$ cat src/rtl/divide_controller.sv
// Sequencing FSM for an 8-bit restoring divider.
// It drives the load, mux, shift and quotient-bit controls of an external remainder/divisor datapath.
module divide_controller (
  input  logic       clk,
  input  logic       reset,
  input  logic       start,
  input  logic       sign,
  output logic       load,
  output logic       add,
  output logic       shift,
  output logic       inbit,
  output logic [1:0] sel,
  output logic       busy,
  output logic       done
);

  typedef enum logic [1:0] {IDLE, INIT, ITER, DONE} state_t;

  state_t     state_q, state_d;
  logic [2:0] cnt_q, cnt_d;

  always_ff @(posedge clk) begin
    if (reset) begin
      state_q <= IDLE;
      cnt_q   <= '0;
    end else begin
      state_q <= state_d;
      cnt_q   <= cnt_d;
    end
  end

  always_comb begin
    state_d = state_q;
    cnt_d   = cnt_q;
    load    = 1'b0;
    add     = 1'b0;
    shift   = 1'b0;
    inbit   = 1'b0;
    sel     = 2'b11;
    busy    = 1'b0;
    done    = 1'b0;
    case (state_q)
      IDLE: begin
        if (start) state_d = INIT;
      end
      INIT: begin
        load    = 1'b1;
        sel     = 2'b10;
        shift   = 1'b1;
        busy    = 1'b1;
        cnt_d   = '0;
        state_d = ITER;
      end
      ITER: begin
        shift = 1'b1;
        busy  = 1'b1;
        // Negative trial difference means restore: hold the shifted remainder and emit a 0 bit.
        if (sign) begin
          sel   = 2'b11;
          inbit = 1'b0;
        end else begin
          sel   = 2'b01;
          inbit = 1'b1;
        end
        cnt_d = cnt_q + 3'd1;
        if (cnt_q == 3'd7) state_d = DONE;
      end
      DONE: begin
        done    = 1'b1;
        state_d = IDLE;
      end
      default: state_d = IDLE;
    endcase
  end

endmodule

$ cat config.mk
export PLATFORM = sky130hd
export DESIGN_NAME = divide_controller
export DESIGN_NICKNAME = d
export VERILOG_FILES = /design/src/rtl/divide_controller.sv
export SDC_FILE = /design/constraint.sdc
export NUM_CORES = 1
export LEC_CHECK = 0
export ABC_CLOCK_PERIOD_IN_PS = 4100
export CAP_MARGIN = 20
export CELL_PAD_IN_SITES_DETAIL_PLACEMENT = 1
export CELL_PAD_IN_SITES_GLOBAL_PLACEMENT = 1
export CORE_AREA = 5 5 42 44
export DETAILED_ROUTE_END_ITERATION = 8
export DIE_AREA = 0 0 47 49
export MAX_ROUTING_LAYER = met4
export PLACE_DENSITY_LB_ADDON = 0.1
export SLEW_MARGIN = 20
export SYNTH_ARGS = -nofsm -noshare
export SYNTH_HDL_FRONTEND = slang
export SYNTH_SLANG_ARGS = --single-unit
export TNS_END_PERCENT = 10
$ cat constraint.sdc
create_clock -name clk -period 4.1 [get_ports clk]
set_clock_uncertainty 0.2 [all_clocks]
set_input_delay 0.82 -clock clk [delete_from_list [all_inputs] [get_ports clk]]
set_output_delay 0.82 -clock clk [all_outputs]
set_load 0.02 [all_outputs]
==> metrics.txt, run 1 <==
post-synthesis cell area 359 sq um; gpl congestion around 0.69; Seq pwr share a little over a fifth; Comb pwr share between 60% and 70%; post-DR vias/cell ~4.5; CTS tree done; DR WL/cell ~11 microns; # setup viols final 0; syn nets 52; clk_lat worst skew 0.24 ns; CP Data Arrival Time approximately 2.1 ns; CP endpoint kind primary output; GR Util All Layers under 10%; min-delay worst type register to register; drt pass-1 iters 1; Final Power between 300 and 400 uW; Die ar. about 2300 sq um; leakage roughly 0.22 nW; DR vias between 300 and 400; core area around 1400 sq um; largest net degree at the start of global routing 11; CTS sink cnt 5; Peak VDD IR between 0.3 and 0.4 mV; Avg Cell Area, Syn 8.98 sq um; startpoint class of the critical path input pin; initial antenna violation count 0; DRC Markers 0; layout cells sized above 1 between 7 and 8%; DR iter-0 viols 0; Worst EP required between 3 and 4 ns; setup_tns 0 ns; Worst-path clk slew approximately 0.04 ns; Die Y 49 microns; Final HPWL DP about 660 microns; Yosys Warn Count 0; Hold Vio Cnt, Final 0; Internal Power 191 uW; vias in the first global route between 300 and 400; FMAX 326 MHz; final period utilization between 70% and 80%; met2 GRT Util a little under an eighth; post-synthesis sequential area ratio 27.9%; WL final ~780 microns; Post-CTS Setup Bufs 0; Final nets 65; most common cell after layout, fill and taps aside clkdlybuf4s50_1; TritonCTS Buffers 3; kind of critical path input pin to primary output; total gr overflow 0; first-pass GRT wire length around 1300 microns; cts hold-fix bufs 0; Rows 14; root buffer cell clkbuf_4; register bit total from synthesis 5; H-tree depth 1; outcome finished, final reports clean; NetSw roughly 140 uW; global routing usage on met3 ~1.1%; RSZ-0062 raised after global routing no; maxcap violations 0; met1 Resource Use GR 8.75%; clock share of power between 10% and 20%; chip width around 47 microns; gr busiest metal met2; cts repair resizes 0; commonest cells after routing, fill and taps aside clkdlybuf4s50_1 (10), ha_1 (8), inv_1 (5), dfxtp_1 (5), a21oi_1 (4); Layout area overhead 36.6%; post-synthesis cell count 40; ANT cells 0; Final Max Tran Viols 0; I/O Pins 12; sw frac just over 40%; DRT antenna net count 0; initial core utilization 25.6%; critical path peak fanout 2; Yosys cell types 15; Power Density 668 nW/um^2; IO Port Bufs 10; min Tclk post-route 3.07 ns; Clock Tree Buf Depth 2
-- final cells by class --
class                           instances  area [sq um]
Tap cell                               16          20.0
Multi-Input combinational cell         28           225
Sequential cell                         5           100
Inverter                                5          18.8
Clock buffer                            4          26.3
Fill cell                             174           911
Timing Repair Buffer                   10           100
-- power by group through the flow --
| stage | sequential [mW] | combinational, mW | clock [mW] |
|---|---|---|---|
| after floorplan | 0.0666 | 0.132 | 0 |
| after global placement | 0.0688 | 0.198 | 0 |
| after detailed placement | 0.0707 | 0.204 | 0 |
| after CTS | 0.0698 | 0.205 | 0.0587 |
| after global routing | 0.0710 | 0.220 | 0.0593 |
| final | 0.0693 | 0.202 | 0.0559 |
-- worst max-delay path, cell delays in order --
cell and delay [ns]:
clkdlybuf4s50_1 0.48, nand2_1 0.06, nand3b_1 0.08, clkdlybuf4s50_1 0.61
-- stage by stage --
stage	hold WS, ns	worst slack (ns)	instances	instance area (sq um)	utilization (%)
after detailed placement	0.294	1.03	64	464	33.1
final	0.289	1.03	68	490	35.0
after global routing	0.317	0.975	68	490	35.0
after floorplan	0.244	1.88	40	359	-
after CTS	0.300	1.02	68	490	35.0
after global placement	0.261	1.06	64	464	33.1
-- sequential cells by signal (all words and copies together) (netlist names) --
register  flops
cnt_q         3
state_q       2
-- metal layers --
layer | share of wire, % | vias to the layer above | routed length (microns)
li1 | - | 149 | -
met1 | 40 | 141 | 315
met2 | 50 | 12 | 386
met3 | 7.7 | 2 | 60
met4 | 2.2 | 0 | 17
met5 | 0 | - | 0
-- cells by family (layout without fill, tap and decap cells) --
group	after synthesis	in the layout	share of synthesized area (%)
AOI/OAI and AO/OA	5	5	8.36
and+or+nand+nor	13	13	22.6
other	1	1	1.04
adders and majority gates	8	8	27.9
DFF	5	5	27.9
muxes	1	1	2.79
buffers and inverters	7	19	9.41
-- synth_stat cells (all sizes together) --
cell type	count	area (sq um)
ha	8	100
or3	1	6.26
dfxtp	5	100
nand2b	3	18.8
nand3b	2	15.0
inv	5	18.8
o211a	1	10.0
nand3	2	10.0
conb	1	3.75
nor2b	2	20.0
nand2	3	11.3
a21oi	4	20.0
mux2i	1	10.0
buf	2	15.0
-- final timing paths --
kind / cells past startpoint / end / start / slack [ns]
max: 4 / sel[1] / sign / 1.03
min: 2 / cnt_q[2]$_SDFFE_PP0P_ / cnt_q[2]$_SDFFE_PP0P_ / 0.29
max reg2reg: 5 / state_q[0]$_SDFFE_PP0P_ / state_q[0]$_SDFFE_PP0P_ / 2.48
min reg2reg: 2 / cnt_q[2]$_SDFFE_PP0P_ / cnt_q[2]$_SDFFE_PP0P_ / 0.29
Note: power is estimated with default switching activity, not from simulation.
==> run 2, diff against run 1 <==
ABC_CLOCK_PERIOD_IN_PS = 2850   (was 4100)
clock period = 2.85 ns   (was 4.1 ns; I/O delays follow)
==> results of run 2 <==
Same layout as run 1 (identical final DEF). Status: finished, final reports clean.
Among the figures that moved: setup slack after placement 1.03 ns -> 0.278 ns; setup slack after layout 1.03 ns -> 0.116 ns; start point of the critical path sign -> state_q[0]$_SDFFE_PP0P_; register-to-register setup slack 2.48 ns -> 1.23 ns; total power 0.328 mW -> 0.471 mW; worst IR drop on VDD 0.302 mV -> 0.434 mV
==> run 3, diff against run 2 <==
CORE_AREA = 2 2 39 41   (was 5 5 42 44)
DIE_AREA = 0 0 41 43   (was 0 0 47 49)
==> metrics.txt, run 3 (same netlist as run 1, synthesis figures left out) <==
IO Port Bufs 10; root buffer cell clkbuf_4; FF-to-FF path depth 5; clk_lat worst skew 0.25 ns; Post-CTS Setup Bufs 0; Final Max Tran Viols 0; Power Density approximately 950 nW/um^2; Die ar. ~1800 sq um; kind of critical path register to primary output; post-DR vias/cell between 4 and 5; largest net degree at the start of global routing 11; layout cells sized above 1 under 10%; reg2reg start state_q[0]$_SDFFE_PP0P_; TritonCTS Buffers 3; initial core utilization ~26%; Rows 14; core area 1380 sq um; Final HPWL DP slightly above 600 microns; CP max stage delay roughly 0.6 ns; Final nets 65; WL final approximately 740 microns; post-layout util 35.4%; H-tree depth 1; critical path peak fanout 10; outcome finished, final reports clean; I/O Pins 12; min Tclk post-route about 2.7 ns; largest reg by FF count cnt_q; Hold Vio Cnt, Final 0; HP Start cnt_q[2]$_SDFFE_PP0P_; cts repair resizes 0; RSZ-0062 raised after global routing no; FMAX roughly 370 MHz; CP max stage cell clkdlybuf4s50_1; DR iter-0 viols 0; hold-critical path depth 2; gpl congestion approximately 0.65; setup_tns 0 ns; R2R Path End state_q[0]$_SDFFE_PP0P_; vias in the first global route 313; maxcap violations 0; GR Util All Layers roughly a tenth; Hold Crit Endpoint cnt_q[2]$_SDFFE_PP0P_; DRC Markers 0; Peak VDD IR between 0.2 and 0.3 mV; DR vias between 300 and 400; CP endpoint kind primary output; CTS sink cnt 5; chip width about 40 microns; drt pass-1 iters 1; CP Data Arrival Time between 1.5 and 2 ns; initial antenna violation count 0; CTS tree done; DR WL/cell 10.8 microns; total gr overflow 0; final period utilization between 90% and 100%; leakage between 0.2 and 0.25 nW; Worst-path clk slew approximately 0.04 ns; startpoint class of the critical path register; number of flip-flops in the largest register 3; first-pass GRT wire length 1180 microns; cts hold-fix bufs 0; placed cell count 64; final std cells w/o fill slightly below 70; r2r setup slk roughly 1.2 ns; ANT cells 0; min-delay worst type register to register; Layout area overhead 36.6%; Die Y between 40 and 50 microns; Clock Tree Buf Depth 2; DRT antenna net count 0; Regs by FF count cnt_q: 3 flops, state_q: 2 flops; Worst EP required 2.08 ns; CP cell instances inv_1, ha_1, nand3b_1, clkdlybuf4s50_1; # setup viols final 0; most common cell after layout, fill and taps aside clkdlybuf4s50_1; commonest cells after routing, fill and taps aside clkdlybuf4s50_1 (10), ha_1 (8), inv_1 (5), dfxtp_1 (5), a21oi_1 (4)
-- run 3: cell counts in the layout (fill, tap and decap cells not counted) --
Identical to the previous run, type by type.
-- run 3: through the flow --
stage	hold WS, ns	setup slack (ns)	instance area (sq um)	power (mW)
CTS	0.279	0.145	490	0.478
global route	0.312	0.0654	490	0.503
global placement	0.259	0.310	464	0.382
floorplan	0.244	0.882	359	0.286
finish	0.278	0.164	490	0.468
detailed placement	0.271	0.280	464	0.390
-- run 3: worst max path at each step --
stage	start	endpoint	slack, ns	cells past startpoint
after detailed placement	sign	sel[1]	0.28	4
final	state_q[0]$_SDFFE_PP0P_	sel[1]	0.16	4
after global placement	sign	sel[1]	0.31	4
after floorplan	state_q[0]$_SDFFE_PP0P_	sel[1]	0.88	3
after CTS	state_q[0]$_SDFFE_PP0P_	sel[1]	0.15	4
after global routing	state_q[1]$_SDFFE_PP0P_	sel[1]	0.07	4
-- run 3: cell type report --
cell class,count,area (sq um)
clock buffer,4,26.3
fill,170,893
inverter,5,18.8
multi-input combinational,28,225
sequential,5,100
tap,16,20.0
timing repair buffer,10,100
-- run 3: report_power, final --
group / leakage (nW) / internal [mW] / switching (mW)
Clock: 0.0150 / 0.0530 / 0.0307
Combinational: 0.168 / 0.139 / 0.147
Sequential: 0.0407 / 0.0829 / 0.0162
-- run 3: critical path: cells and delay by family (launching register included) --
family | cells | cell delay, ns
buf+inv | 2 | 0.71
fa+ha+maj | 1 | 0.42
flops | 1 | 0.40
simple gates | 1 | 0.13
-- run 3: metal layers --
layer,up-vias,routed length (microns),global-route usage [%]
met4,0,27,10.0
met1,144,292,9.97
li1,150,-,-
met5,-,0,-
met3,2,49,1.57
met2,10,368,16.3
